`src/rtl/uart_pkg.sv`:
```
// Shared UART definitions: receiver/transmitter state encoding and bit-timing helpers.
// Used by uart_rx and uart_tx.
package uart_pkg;

  typedef enum logic [2:0] {
    IDLE,
    START,
    DATA,
    PARITY,
    STOP
  } uart_state_t;

  function automatic int cyclesPerBit(input int clkHz, input int bitRate);
    return clkHz / bitRate;
  endfunction

  function automatic int counterWidth(input int cycles);
    return $clog2(cycles + 1);
  endfunction

endpackage

```
`src/rtl/uart_rx_sync.sv`:
```
// Multi-flop synchronizer that resets to 1, for idle-high asynchronous inputs
// such as the UART line or active-low push buttons.
module uart_rx_sync #(
  parameter int DEPTH = 2
) (
  input  logic clk,
  input  logic reset_n,
  input  logic i_async,
  output logic o_sync
);

  logic [DEPTH-1:0] r_stages;

  always_ff @(posedge clk or negedge reset_n) begin
    if (!reset_n) begin
      r_stages <= '1;
    end else begin
      r_stages <= {r_stages[DEPTH-2:0], i_async};
    end
  end

  assign o_sync = r_stages[DEPTH-1];

endmodule

```
`src/rtl/uart_rx.sv`:
```
// UART receiver, 8N1 by default, mid-bit sampling with framing/break detection.
// Define UART_RX_PARITY_EN to add an even-parity bit between data and stop.
module uart_rx
  import uart_pkg::*;
#(
  parameter int CLK_HZ       = 50_000_000,
  parameter int BIT_RATE     = 115200,
  parameter int PAYLOAD_BITS = 8
) (
  input  logic                    clk,
  input  logic                    reset_n,
  input  logic                    uart_rxd,
  input  logic                    uart_rx_en,
  output logic [PAYLOAD_BITS-1:0] uart_rx_data,
  output logic                    uart_rx_valid,
  output logic                    uart_rx_frame_err,
  output logic                    uart_rx_break,
  output logic                    uart_rx_parity_err
);

  localparam int CYCLES_PER_BIT = cyclesPerBit(CLK_HZ, BIT_RATE);
  localparam int CNT_W          = counterWidth(CYCLES_PER_BIT);
  localparam int IDX_W          = $clog2(PAYLOAD_BITS + 1);

  localparam logic [CNT_W-1:0] LAST_CYCLE = CNT_W'(CYCLES_PER_BIT - 1);
  localparam logic [CNT_W-1:0] HALF_CYCLE = CNT_W'(CYCLES_PER_BIT / 2 - 1);
  localparam logic [IDX_W-1:0] LAST_BIT   = IDX_W'(PAYLOAD_BITS - 1);

  uart_state_t             r_state;
  logic [CNT_W-1:0]        r_cycleCnt;
  logic [IDX_W-1:0]        r_bitIdx;
  logic [PAYLOAD_BITS-1:0] r_shift;
  logic [PAYLOAD_BITS-1:0] r_data;
  logic                    r_armed;
  logic                    r_valid;
  logic                    r_frameErr;
  logic                    r_break;
  logic                    w_rxs;
  logic                    w_allZero;
  logic                    w_bitDone;
`ifdef UART_RX_PARITY_EN
  logic                    r_parityBit;
  logic                    r_parityErr;
`endif

  uart_rx_sync #(
    .DEPTH(2)
  ) u_sync (
    .clk    (clk),
    .reset_n(reset_n),
    .i_async(uart_rxd),
    .o_sync (w_rxs)
  );

  assign w_bitDone = (r_cycleCnt == LAST_CYCLE);

`ifdef UART_RX_PARITY_EN
  assign w_allZero = (r_shift == '0) && !r_parityBit;
`else
  assign w_allZero = (r_shift == '0);
`endif

  // Shifting in at the MSB end lands the LSB-first bits at their own index
  // once the whole payload has been taken.
  always_ff @(posedge clk or negedge reset_n) begin
    if (!reset_n) begin
      r_state    <= IDLE;
      r_cycleCnt <= '0;
      r_bitIdx   <= '0;
      r_shift    <= '0;
      r_data     <= '0;
      r_armed    <= 1'b0;
      r_valid    <= 1'b0;
      r_frameErr <= 1'b0;
      r_break    <= 1'b0;
`ifdef UART_RX_PARITY_EN
      r_parityBit <= 1'b0;
      r_parityErr <= 1'b0;
`endif
    end else begin
      r_valid    <= 1'b0;
      r_frameErr <= 1'b0;
      r_break    <= 1'b0;
`ifdef UART_RX_PARITY_EN
      r_parityErr <= 1'b0;
`endif
      if (r_state != IDLE && !uart_rx_en) begin
        r_state    <= IDLE;
        r_armed    <= 1'b0;
        r_cycleCnt <= '0;
        r_bitIdx   <= '0;
      end else begin
        case (r_state)
          IDLE: begin
            if (w_rxs) begin
              r_armed <= 1'b1;
            end
            if (r_armed && uart_rx_en && !w_rxs) begin
              r_state    <= START;
              r_cycleCnt <= '0;
            end
          end
          START: begin
            if (r_cycleCnt == HALF_CYCLE) begin
              r_cycleCnt <= '0;
              r_bitIdx   <= '0;
              r_state    <= w_rxs ? IDLE : DATA;
            end else begin
              r_cycleCnt <= r_cycleCnt + 1'b1;
            end
          end
          DATA: begin
            if (w_bitDone) begin
              r_cycleCnt <= '0;
              r_shift    <= {w_rxs, r_shift[PAYLOAD_BITS-1:1]};
              if (r_bitIdx == LAST_BIT) begin
`ifdef UART_RX_PARITY_EN
                r_state <= PARITY;
`else
                r_state <= STOP;
`endif
              end else begin
                r_bitIdx <= r_bitIdx + 1'b1;
              end
            end else begin
              r_cycleCnt <= r_cycleCnt + 1'b1;
            end
          end
`ifdef UART_RX_PARITY_EN
          PARITY: begin
            if (w_bitDone) begin
              r_cycleCnt  <= '0;
              r_parityBit <= w_rxs;
              r_state     <= STOP;
            end else begin
              r_cycleCnt <= r_cycleCnt + 1'b1;
            end
          end
`endif
          // Leaving at mid-stop-bit keeps half a bit of idle time in which to
          // re-arm, so an immediately following start bit is still caught.
          STOP: begin
            if (w_bitDone) begin
              r_cycleCnt <= '0;
              r_state    <= IDLE;
              r_armed    <= 1'b0;
              if (w_rxs) begin
`ifdef UART_RX_PARITY_EN
                if (^{r_shift, r_parityBit}) begin
                  r_parityErr <= 1'b1;
                end else begin
                  r_data  <= r_shift;
                  r_valid <= 1'b1;
                end
`else
                r_data  <= r_shift;
                r_valid <= 1'b1;
`endif
              end else begin
                r_frameErr <= 1'b1;
                r_break    <= w_allZero;
              end
            end else begin
              r_cycleCnt <= r_cycleCnt + 1'b1;
            end
          end
          default: begin
            r_state <= IDLE;
          end
        endcase
      end
    end
  end

  assign uart_rx_data      = r_data;
  assign uart_rx_valid     = r_valid;
  assign uart_rx_frame_err = r_frameErr;
  assign uart_rx_break     = r_break;
`ifdef UART_RX_PARITY_EN
  assign uart_rx_parity_err = r_parityErr;
`else
  assign uart_rx_parity_err = 1'b0;
`endif

endmodule

```
`config.mk`:
```
export PLATFORM = sky130hd
export DESIGN_NAME = uart_rx
export DESIGN_NICKNAME = d
export VERILOG_FILES = /design/src/rtl/uart_pkg.sv /design/src/rtl/uart_rx_sync.sv /design/src/rtl/uart_rx.sv
export SDC_FILE = /design/constraint.sdc
export NUM_CORES = 1
export LEC_CHECK = 0
export CELL_PAD_IN_SITES_DETAIL_PLACEMENT = 0
export CELL_PAD_IN_SITES_GLOBAL_PLACEMENT = 1
export CORE_MARGIN = 2
export CORE_UTILIZATION = 25
export CTS_CLUSTER_DIAMETER = 150
export DETAILED_ROUTE_END_ITERATION = 6
export HOLD_SLACK_MARGIN = 0.02
export PLACE_DENSITY = 0.6
export SLEW_MARGIN = 0
export SYNTH_ARGS = -nofsm -noshare
export SYNTH_HDL_FRONTEND = slang
export SYNTH_SLANG_ARGS = --single-unit
```
`constraint.sdc`:
```
create_clock -name clk -period 3.27 [get_ports clk]
set_input_delay 0.4905 -clock clk [delete_from_list [all_inputs] [get_ports clk]]
set_output_delay 0.4905 -clock clk [all_outputs]
set_load 0.02 [all_outputs]
```
==> results by group <==
Run status
  • Status: complete, no violations

Finish
  • Final #Nets: approximately 190
  • Fill count: between 700 and 800
  • Most frequent cells in the layout: dfrtp_1 (36), clkdlybuf4s50_1 (13), nand2_1 (12)
  • Ant diodes: 0
  • Util after Layout: a little under a third
  • Area grow syn2layout: 16.8%
  • Most common cell after layout, fill and taps aside: dfrtp_1
  • Fin cells: 281
  • Area of the multi-input gates: about 840 um2
  • Reg area: 953 um2
  • Share of layout cells above drive strength 1: between 10% and 20%
  • Final instance area: roughly 2200 um2

STA
  • Worst Skew: about 4.3 ps
  • Fin crit share: around two thirds
  • Min Tclk post-route: about 2200 ps
  • Setup-failing EPs final: 0
  • Slew HR: a little over two fifths
  • Worst-Margin Slew: around 880 ps
  • Slew Limit Fails: 0
  • Final hold viol count: 0
  • Fmax: 459 MHz
  • Setup repair after global routing missed its margin: false
  • Setup TNS: 0 ps

Clock tree
  • CTS Hold Bufs: 0
  • CTS max path bufs: 2
  • CTS buffer count: 5
  • Setup Buffers After CTS: 0
  • Reg clk slew, reported paths: 80 ps
  • Clk Latency, worst-skew pair: roughly 290 ps
  • Cts repair resizes: 0
  • CTS tree: built
  • Clk sinks: 38
  • CTS root buf: clkbuf_8
  • H-tree depth: 2

Synthesis
  • Synth Flop Type: dfrtp_1
  • Yosys synthesis warning count: 0
  • Register bit total from synthesis: 38
  • Syn_nets: roughly 180
  • Async SR Flop Fraction: between 90% and 100%
  • Cells after synthesis: around 170
  • Mapped cell area: 1870 um2
  • Synth unique cells: 44
  • Post-synth EDFFs: 0
  • Register area share after synthesis: about half
  • Avg Synthesized Cell Area: around 11 um2

Detailed routing
  • Via/cell ratio: between 4 and 5
  • Drt wl/cell: 13.0 um
  • DRT Pass-1 Iters: 4
  • Vias: about 1300
  • Drt drc: 0
  • Drt total wl: 3650 um
  • Initial DRC Count: 110
  • Final ANT Viol Nets: 0

Power and ir drop
  • Seq pwr share: between 50% and 60%
  • Logic pwr share: a little over an eighth
  • Leak: around 0.98 nW
  • Psw: just under 0.3 mW
  • Int Power: roughly 0.72 mW
  • Net switching share of the total power: 29.3%
  • Worst ir drop on vdd: ~200 uV
  • PwrDens: about 460 nW/um2
  • Clock power frac: 34.3%

Die
  • Die area: 8170 um2
  • Die Ht: ~90 um
  • IO Pins: 16
  • Initial Utilization: approximately a quarter
  • # rows: 31
  • Die X: 90.4 um
  • Core ar.: 7250 um2

Worst hold path
  • Hold WC Path Type: in -> async

GRT
  • Antenna violations before repair: 0
  • Total track usage: just under 10%
  • Congestion Overflow GR: 0
  • Largest net degree at the start of global routing: 39
  • Vias in the first global route: about 1200
  • First-pass GRT wire length: ~6300 um

Setup path
  • Crit path DAT: 2360 ps
  • Critical path startpoint category: flip-flop
  • Worst Path Class, Setup: reg -> reg
  • CP Max Fanout: 9
  • CP endpoint kind: flip-flop
  • Required @ worst endpoint: approximately 3500 ps

Placement
  • Final Wtd Congestion: 0.692
  • # port buffers: 14
  • Detail Placement HPWL: about 2500 um
  • Post-Place Cells: around 270
  • DP Area: approximately 2100 um2

Flow run
  • Max cap viols: 0
-- final cells by class --
class                   count  share of cell area (%)
multi-input cells         114                    38.6
flip-flops and latches     38                    43.7
clock buffers               6                    3.79
inverters                   8                    1.38
clock inverters             2                   0.574
repair buffers             14                    6.20
well taps                  99                    5.68
-- power by group through the flow --
stage          Combinational (mW)  Sequential [mW]  Clock [mW]
2_1_floorplan              0.0996            0.527           0
3_3_place_gp                0.138            0.539           0
3_5_place_dp                0.136            0.538           0
4_1_cts                     0.136            0.529       0.356
5_1_grt                     0.154            0.534       0.378
6_report                    0.134            0.529       0.347
-- Yosys cell counts, types with 2 or more instances --
cell type / count / area, um2
nor4_1: 3 / 18.8
and3_1: 3 / 18.8
a21oi_1: 3 / 15.0
a31oi_1: 4 / 25.0
xnor2_1: 3 / 26.3
and4b_1: 2 / 20.0
nand3b_1: 2 / 15.0
dfstp_2: 2 / 52.6
nor2_1: 9 / 33.8
a22o_1: 2 / 17.5
o21ai_0: 8 / 40.0
and4bb_2: 2 / 25.0
inv_1: 8 / 30.0
clkbuf_1: 3 / 11.3
nor2b_1: 3 / 18.8
nor3_1: 4 / 20.0
nand2_2: 2 / 12.5
mux2_4: 8 / 120
nand2_1: 12 / 45.0
xor2_1: 2 / 17.5
dfrtp_1: 36 / 901
ha_1: 4 / 50.1
o22ai_1: 4 / 25.0
nand3_1: 8 / 40.0
a22oi_1: 2 / 15.0
buf_2: 2 / 10.0
mux2_2: 8 / 90.1
nand4bb_1: 2 / 22.5
-- worst max-delay path: stages, from the launching register on --
cell and delay (ps):
dfrtp_1 430, inv_1 100, ha_1 150, and4bb_2 290, nand2_2 110, or3_1 600, mux2_4 380
-- registers in the layout (all words and copies together), names as in the netlist --
name / flops
uart_rx_data: 8
r_cycleCnt: 9
uart_rx_frame_err: 1
uart_rx_break: 1
r_bitIdx: 4
r_shift: 8
uart_rx_valid: 1
r_armed: 1
u_sync.r_stages: 2
r_state: 3
-- metrics by stage --
stage	power, mW	hold WS, ps	setup WS [ps]
floorplan	0.626	195	1420
global placement	0.677	347	837
detailed placement	0.674	349	854
CTS	1.02	344	1070
global route	1.07	362	979
finish	1.01	317	1090
-- cell families (layout without fill, tap and decap cells) --
family,count (synthesis),count (layout),synth area share (%)
AO/OA/AOI/OAI,31,31,11.2
XOR/XNOR,5,5,2.35
adder cells (fa/ha/maj),5,5,3.22
buffers and inverters,15,30,3.76
flip-flops,38,38,51.1
multiplexers,16,16,11.3
other,1,1,0.201
AND/OR/NAND/NOR,56,56,16.9
-- routing by layer --
layer | part of all wire [%] | vias up | GRT usage (%)
met5 | 0 | - | 0
met1 | 54 | 599 | 14.5
met2 | 42 | 15 | 12.7
li1 | - | 632 | -
met4 | 2.1 | 0 | 4.74
met3 | 2.5 | 5 | 2.59
-- path summary, 6_finish.rpt --
| path | to | cells past startpoint | from | slack (ps) |
|---|---|---|---|---|
| worst min-delay path | uart_rx_data[6] | 1 | reset_n | 320 |
| worst min register to register | u_sync.r_stages[1] | 0 | u_sync.r_stages[0] | 360 |
| max in group asynchronous | r_cycleCnt[5] | 1 | reset_n | 2410 |
| worst max register to register | uart_rx_data[4] | 6 | r_cycleCnt[1] | 1090 |
| min in group clk | u_sync.r_stages[1] | 0 | u_sync.r_stages[0] | 360 |
| worst max-delay path | uart_rx_data[4] | 6 | r_cycleCnt[1] | 1090 |
No activity file was read; power rests on OpenSTA's default activity.
